===== src/rtl/alu_exec_unit.sv =====
`default_nettype none
// ============================================================================
// Module   : alu_exec_unit
// Purpose  : Integer execute unit with a valid/ready request side and a
//            valid/ready result side. Single-cycle ADD/SUB/AND/XOR/SLL/SRA,
//            plus a multi-cycle radix-2 shift-add MUL (when MUL_EN = 1).
//            Undefined encodings complete as single-cycle ops flagged illegal.
// Ports    : clk_i, rst_i     - clock, synchronous active-high reset
//            valid_i/ready_o  - request handshake
//            funct_i[9:0]     - {funct7, funct3}
//            aluop_i[1:0]     - main-decoder op class
//            rs1_i, rs2_i     - operands (rs2_i already immediate-muxed)
//            valid_o/ready_i  - result handshake
//            result_o         - registered result
//            zero_o           - result_o == 0
//            illegal_o        - request had an undefined encoding
// Revision : 1.0 - initial release
// ============================================================================
module alu_exec_unit #(
    parameter int WIDTH  = 32,
    parameter bit MUL_EN = 1'b1
) (
    input  logic             clk_i,
    input  logic             rst_i,
    input  logic             valid_i,
    output logic             ready_o,
    input  logic [9:0]       funct_i,
    input  logic [1:0]       aluop_i,
    input  logic [WIDTH-1:0] rs1_i,
    input  logic [WIDTH-1:0] rs2_i,
    output logic             valid_o,
    input  logic             ready_i,
    output logic [WIDTH-1:0] result_o,
    output logic             zero_o,
    output logic             illegal_o
);

    localparam int c_sh_w  = $clog2(WIDTH);
    localparam int c_cnt_w = $clog2(WIDTH) + 1;

    localparam logic [c_cnt_w-1:0] c_cnt_load = c_cnt_w'(WIDTH);
    localparam logic [c_cnt_w-1:0] c_cnt_one  = c_cnt_w'(1);

    localparam logic [1:0] c_st_idle = 2'd0;
    localparam logic [1:0] c_st_busy = 2'd1;
    localparam logic [1:0] c_st_hold = 2'd2;

    localparam logic [2:0] c_op_add = 3'd0;
    localparam logic [2:0] c_op_sub = 3'd1;
    localparam logic [2:0] c_op_and = 3'd2;
    localparam logic [2:0] c_op_xor = 3'd3;
    localparam logic [2:0] c_op_sll = 3'd4;
    localparam logic [2:0] c_op_sra = 3'd5;
    localparam logic [2:0] c_op_mul = 3'd6;
    localparam logic [2:0] c_op_ill = 3'd7;

    logic [1:0]         r_state;
    logic [1:0]         w_state_nxt;
    logic [2:0]         w_op;
    logic [c_sh_w-1:0]  w_shamt;
    logic [WIDTH-1:0]   w_alu_res;
    logic [WIDTH-1:0]   w_acc_nxt;
    logic               w_accept;
    logic               w_last_iter;

    logic [WIDTH-1:0]   r_result;
    logic               r_zero;
    logic               r_illegal;
    logic [WIDTH-1:0]   r_acc;
    logic [WIDTH-1:0]   r_mcand;
    logic [WIDTH-1:0]   r_mplier;
    logic [c_cnt_w-1:0] r_cnt;

    // ------------------------------------------------------------------
    // Decode
    // ------------------------------------------------------------------
    always_comb begin
        w_op = c_op_ill;
        case (aluop_i)
            2'b00:   w_op = (funct_i == 10'b0100000101) ? c_op_sra : c_op_add;
            2'b01:   w_op = c_op_sub;
            default: begin
                case (funct_i)
                    10'b0000000111: w_op = c_op_and;
                    10'b0000000100: w_op = c_op_xor;
                    10'b0000000001: w_op = c_op_sll;
                    10'b0000000000: w_op = c_op_add;
                    10'b0100000000: w_op = c_op_sub;
                    10'b0000001000: w_op = MUL_EN ? c_op_mul : c_op_ill;
                    default:        w_op = c_op_ill;
                endcase
            end
        endcase
    end

    // ------------------------------------------------------------------
    // Single-cycle datapath (illegal encodings produce zero)
    // ------------------------------------------------------------------
    assign w_shamt = rs2_i[c_sh_w-1:0];

    always_comb begin
        w_alu_res = '0;
        case (w_op)
            c_op_add: w_alu_res = rs1_i + rs2_i;
            c_op_sub: w_alu_res = rs1_i - rs2_i;
            c_op_and: w_alu_res = rs1_i & rs2_i;
            c_op_xor: w_alu_res = rs1_i ^ rs2_i;
            c_op_sll: w_alu_res = rs1_i << w_shamt;
            c_op_sra: w_alu_res = $signed(rs1_i) >>> w_shamt;
            default:  w_alu_res = '0;
        endcase
    end

    // One multiplier bit per BUSY edge; the multiplicand shifts left so the
    // partial product always lines up with the accumulator.
    assign w_acc_nxt   = r_acc + (r_mplier[0] ? r_mcand : '0);
    assign w_last_iter = (r_cnt == c_cnt_one);
    assign w_accept    = valid_i && (r_state == c_st_idle);

    // ------------------------------------------------------------------
    // FSM
    // ------------------------------------------------------------------
    always_ff @(posedge clk_i) begin
        if (rst_i) begin
            r_state <= c_st_idle;
        end else begin
            r_state <= w_state_nxt;
        end
    end

    always_comb begin
        w_state_nxt = r_state;
        case (r_state)
            c_st_idle: begin
                if (w_accept) begin
                    w_state_nxt = (w_op == c_op_mul) ? c_st_busy : c_st_hold;
                end
            end
            c_st_busy: begin
                if (w_last_iter) begin
                    w_state_nxt = c_st_hold;
                end
            end
            c_st_hold: begin
                if (ready_i) begin
                    w_state_nxt = c_st_idle;
                end
            end
            default: w_state_nxt = c_st_idle;
        endcase
    end

    // ------------------------------------------------------------------
    // Result and multiplier registers
    // ------------------------------------------------------------------
    always_ff @(posedge clk_i) begin
        if (rst_i) begin
            r_result  <= '0;
            r_zero    <= 1'b0;
            r_illegal <= 1'b0;
            r_acc     <= '0;
            r_mcand   <= '0;
            r_mplier  <= '0;
            r_cnt     <= '0;
        end else if (w_accept) begin
            if (w_op == c_op_mul) begin
                r_acc    <= '0;
                r_mcand  <= rs1_i;
                r_mplier <= rs2_i;
                r_cnt    <= c_cnt_load;
            end else begin
                r_result  <= w_alu_res;
                r_zero    <= (w_alu_res == '0);
                r_illegal <= (w_op == c_op_ill);
            end
        end else if (r_state == c_st_busy) begin
            r_acc    <= w_acc_nxt;
            r_mcand  <= r_mcand << 1;
            r_mplier <= r_mplier >> 1;
            r_cnt    <= r_cnt - c_cnt_one;
            if (w_last_iter) begin
                r_result  <= w_acc_nxt;
                r_zero    <= (w_acc_nxt == '0);
                r_illegal <= 1'b0;
            end
        end
    end

    assign ready_o   = (r_state == c_st_idle);
    assign valid_o   = (r_state == c_st_hold);
    assign result_o  = r_result;
    assign zero_o    = r_zero;
    assign illegal_o = r_illegal;

endmodule
`default_nettype wire


===== config.mk =====
export PLATFORM = sky130hd
export DESIGN_NAME = alu_exec_unit
export DESIGN_NICKNAME = d
export VERILOG_FILES = /design/src/rtl/alu_exec_unit.sv
export SDC_FILE = /design/constraint.sdc
export NUM_CORES = 1
export LEC_CHECK = 0
export CORE_MARGIN = 3
export CORE_UTILIZATION = 35
export DETAILED_ROUTE_END_ITERATION = 10
export HOLD_SLACK_MARGIN = 0.02
export PLACE_DENSITY = 0.55
export SLEW_MARGIN = 25
export SYNTH_ARGS = -nofsm -noshare
export SYNTH_HDL_FRONTEND = slang
export SYNTH_SLANG_ARGS = --single-unit

===== constraint.sdc =====
create_clock -name clk_i -period 5.5 [get_ports clk_i]
set_clock_uncertainty 0.2 [all_clocks]
set_input_delay 0.55 -clock clk_i [delete_from_list [all_inputs] [get_ports clk_i]]
set_output_delay 0.55 -clock clk_i [all_outputs]
set_load 0.01 [all_outputs]

== Word-level counts from Yosys, hierarchy flattened ==
Index checks and enable logic that the tools add are counted.
Widths: inputs -> output; s select.
Cells by class
  mux-type cells: 34
  bitwise operators: 2
  add/sub/neg operators: 4
  reduce and logical (&&, ||, !) cells: 12
  shifts and indexed selects: 2
  eq/ne operators: 22
Operators by type and width (number)
  $mux 32: 14
  $pmux 32 s6: 1
  $add 32x32->32: 2
  $logic_not 32->1: 2
  $and 32x32->32: 1
  $shl 32x5->32: 1
  $sshr 32x5->32: 1
  $sub 32x32->32: 1
  $xor 32x32->32: 1
  $eq 10x3->1 const B: 2
  $eq 10x9->1 const B: 2
  $mux 6: 3
  $pmux 3 s6: 1
  $eq 3x3->1 const B: 4
  $eq 10x1->1 const B: 1
  $eq 10x4->1 const B: 1
  $logic_not 10->1: 1
  $mux 1: 8
  $mux 2: 4
  $eq 3x2->1 const B: 2
  $eq 6x1->1 const B: 1
  $ne 2x1->1 const B: 3
  $pmux 2 s3: 1
  $pmux 3 s2: 1
  12 further kinds: 17
Word-level totals
  word-level logic and storage cells: 84
  flip-flop bits (word level): 138
  output and inout bits: 36
  input port bits: 80

== Logic depth before layout (Yosys ltp) ==
  depth in word-level cells: 8
  gate-level depth with buffers: 28

== Worst setup path before layout ==
No wires, ideal clock.
  path kind: in2reg
  from: input port funct_i[5]
  to: register r_result[31] (netlist: result_o[31])
  setup time: 115 ps
  path buffers: 4
  stages on the path: 22
  data arrival time: 5492 ps
  slack: -307 ps
  cell sequence: or4_4 -> buf_6 -> a211o_1 -> o21ai_1 -> nand2_1 -> clkbuf_1 -> clkbuf_1 -> nor2_1 -> nor2_1 -> xnor2_1 -> ha_1 -> clkbuf_1 -> nand2_1 -> or3_1 -> a21oi_1 -> a21oi_1 -> o31ai_1 -> a21oi_1 -> o31ai_1 -> xnor2_1 -> a21oi_1 -> a2111oi_0
On the way
  longest elaborated chain between the ends: 7
  elaborated cells between the ends (all ways): 22
  classes of those cells: eq/ne: 13; mux: 6; reduce/logical: 3
RTL lines
  start: declaration: line 27  | input logic [9:0] funct_i,
  $eq 10x4->1, or another cell as far along: line 83  | case (funct_i)
  $pmux 3 s6 / $mux 3 (equally long branches): line 83, 80
  $pmux 3 s2 (*): line 79  | case (aluop_i)
  $eq 3x3->1, or another cell as far along: line 103  | case (w_op)
  $pmux 32 s6: line 103
  $mux 32: line 166  | if (w_op == c_op_mul) begin
  $mux 32: line 165  | end else if (w_accept) begin
  end signal: assignment: line 172  | r_result <= w_alu_res;
  end signal: assignment: line 182  | r_result <= w_acc_nxt;
  end: declaration: line 66  | logic [WIDTH-1:0] r_result;
Mark *: on every way between the ends. The rest lies on a longest branch, timed or not. The select of a mux whose other input is x is not followed.
A chain may end at the register's enable or synchronous reset.

== Worst setup path after layout ==
  from: input port funct_i[6]
  to: register r_zero (netlist: zero_o)
On the way
  longest elaborated chain between the ends: 8
  elaborated cells between the ends (all ways): 23
  classes of those cells: eq/ne: 13; mux: 6; reduce/logical: 4
RTL lines
  $eq 10x4->1, or another cell as far along: line 83
  $pmux 3 s6 / $mux 3 (equally long branches): line 83, 80
  $pmux 3 s2 (*): line 79
  $eq 3x3->1, or another cell as far along: line 103
  $pmux 32 s6: line 103
  $logic_not 32->1: line 173  | r_zero <= (w_alu_res == '0);
  $mux 1: line 166
  $mux 1: line 165
  end signal: assignment: line 173
  end signal: assignment: line 183  | r_zero <= (w_acc_nxt == '0);
  end: declaration: line 67  | logic r_zero;
Marked as above.

==> impl_metrics.csv <==
group,metric,value,unit
hold_path,hp-class,"reg -> reg",
grt,grt_pass1_wl,108000,um
timing,period_share,97.2,%
synth,yosys.cell_types.count,88,
worst_setup_path,endpoint_kind,"flop",
synth,ys_ff_latch,138,
synth,ys.flop_type,"dfxtp_1",
drt,post-route-drc-count,0,
grt,use_met2,45.9,%
floorplanning,dieArea,46100,um2
drt,wire_per_inst,25.4,um
floorplanning,pin_count,116,
timing,hold_viol_final,0,
drt,via_per_inst,6.09,
power_and_ir_drop,powerDensity,198,nW/um2
place,hpwl,56400,um
floorplanning,die_h,215,um
grt,grt_use_met3,7.15,%
timing,finalSetupTns,0,ps
timing,rsz0062_at_grt,"yes",
worst_setup_path,cp_common_cell,"buf_4",
layout,nets,2471,
worst_setup_path,start_kind,"primary input",
worst_setup_path,crit_type,"in -> reg",
synth,ys_seq_area_share,18.1,%
clock_tree,tritoncts,"done",
synth,syn-num-nets,2202,
grt,grt_pass1_vias,16600,
clock_tree,insertion_delay,450,ps
synth,netlist_area,15300,um2
drt,route.final.wire_length,73300,um
timing,slew-limit-headroom,34.6,%
layout,final_util,46.2,%
grt,grtUsageTotal,30.7,%
timing,tightest_slew,979,ps
drt,drt-initial-drc-count,1750,
drt,drt.antenna.violating_nets,0,
synth,postSynthCellCount,2022,
timing,timing.fmax,187,MHz
clock_tree,cts_sinks,138,
layout,drive_gt1_share,22.0,%
place,placement.io_buffers,115,
power_and_ir_drop,peakVddDrop,0.220,mV
grt,grt_max_degree,89,
job,drv_cap,0,
floorplanning,num_rows,75,
floorplanning,die_w,215,um
synth,syn_area_per_cell,7.54,um2
outcome,status,"finished clean",
synth,synth_edf_count,0,
clock_tree,clockBufferDepth,2,
grt,grtUsageMet1,42.8,%
floorplanning,initial_utilization,35.9,%
floorplanning,core_area,42500,um2
worst_setup_path,crit_path_max_incr_delay,570,ps
grt,antenna_found_initial,0,
clock_tree,cts_buffers,17,
synth,yosysWarnings,0,
worst_setup_path,cp_slowest_cell,"or4_4",
timing,drv_slew,0,
clock_tree,clk_pin_slew_worst_paths,60,ps
clock_tree,htree_levels,4,
clock_tree,ctsHoldBuffers,0,
worst_setup_path,critical_path_required,5690,ps
timing,min_period,5350,ps
drt,via_count,17600,
layout,synthToLayoutAreaGrowth,28.9,%
power_and_ir_drop,power.leakage,7.72,nW
place,gp_congestion,1.02,
worst_setup_path,crit_arrival,5530,ps
grt,busiest_layer,"met2",
timing,setup_viol,0,
drt,first_pass_iters,6,
worst_setup_path,crit_fanout,6,
synth,synthArstFlopShare,0,%
power_and_ir_drop,total_power,3.89,mW
clock_tree,cts_root_buf,"clkbuf_16",
grt,grt_overflow,0,
logic make-up after synthesis:
family / count (synthesis) / share of synthesized area [%]
flip-flops: 138 / 18.1
buffers and inverters: 187 / 4.93
AO/OA/AOI/OAI: 565 / 25.5
adder cells (fa/ha/maj): 101 / 8.37
XOR/XNOR: 80 / 4.59
AND/OR/NAND/NOR: 818 / 24.4
multiplexers: 133 / 14.1
layout by cell type (no fill, tap or decap), types with 17 or more instances in the layout:
cell and count:
o211ai_1 21, ha_1 96, a211oi_1 26, mux2_2 17, nor3_1 33, nor2_1 241
a21oi_1 139, clkdlybuf4s50_1 110, a311oi_1 74, xnor2_1 43, mux4_2 64, a21o_1 30
o21ai_0 78, dfxtp_1 138, nand2_1 299, mux2i_1 52, xor2_1 35, buf_4 292
inv_1 24, and2_1 45, nand3_1 52, clkbuf_16 17
metal layers:
layer	up-vias	wire length, um
met5	-	0
met3	157	6420
met2	810	31200
met4	0	3160
met1	8517	32400
li1	8070	-
registers in the layout, summed over array words and instances (netlist names):
register and cells:
r_acc 32, r_mcand 32, r_mplier 32, result_o 32
r_cnt 6, r_state 2, illegal_o 1, zero_o 1
per-stage QoR:
step                cell area (um2)  instances  hold slack (ps)  setup WS, ps
floorplan                     15300       2022              236          5.34
global placement              18700       2839              242          -598
detailed placement            18700       2839              245          -649
CTS                           19300       2872              253          5.82
global route                  19700       2881              274         -96.9
finish                        19700       2882              247           154
area by class of cell:
class | instances | area, um2
tap | 577 | 722
multi-input combinational | 1697 | 12100
clock buffer | 19 | 433
clock inverter | 13 | 143
timing repair buffer | 410 | 3400
inverter | 27 | 103
fill | 4318 | 22800
antenna | 1 | 2.50
sequential | 138 | 2760
path summary, 6_finish.rpt:
path	startpoint	to	slack [ps]	depth (start not counted)
worst max register to register	r_mplier[0]$_SDFFE_PP0P_	zero_o$_SDFFE_PP0P_	760	15
worst max-delay path	funct_i[6]	zero_o$_SDFFE_PP0P_	150	25
worst min-delay path	result_o[6]$_SDFFE_PP0P_	result_o[6]$_SDFFE_PP0P_	250	2
worst min register to register	result_o[6]$_SDFFE_PP0P_	result_o[6]$_SDFFE_PP0P_	250	2
Yosys cell counts (25+ instances only):
cell	number	area, um2
inv_1	25	93.8
xnor2_1	45	394
nand3_1	54	270
dfxtp_1	138	2760
xor2_1	35	307
o21ai_0	85	425
mux2i_1	52	521
and2_1	47	294
a211oi_1	28	210
nand2_1	306	1150
a21o_1	30	225
ha_1	98	1230
nor3_1	37	185
a311oi_1	75	657
clkbuf_1	127	477
nor2_1	246	923
mux4_2	64	1440
a21oi_1	149	746
power breakdown:
part | switching, mW | internal, mW | leakage, nW
logic | 0.934 | 0.765 | 6.33
registers | 0.0136 | 1.02 | 1.12
clock network | 0.487 | 0.670 | 0.279
total | 1.43 | 2.45 | 7.72
critical path: cells and delay by family:
family | cells | cell delay [ps]
XOR/XNOR | 2 | 250
adder cells (fa/ha/maj) | 1 | 310
buffers and inverters | 5 | 980
AO/OA/AOI/OAI | 5 | 1050
AND/OR/NAND/NOR | 12 | 2380
what timing repair did:
action / in CTS / in global routing
resized for setup: 17 / 62
endpoints found under the setup margin: 2 / 10
buffers inserted: 1 / 9
pin swaps: 3 / 46
gates cloned: 0 / 0
Note: power is estimated with default switching activity, not from simulation.
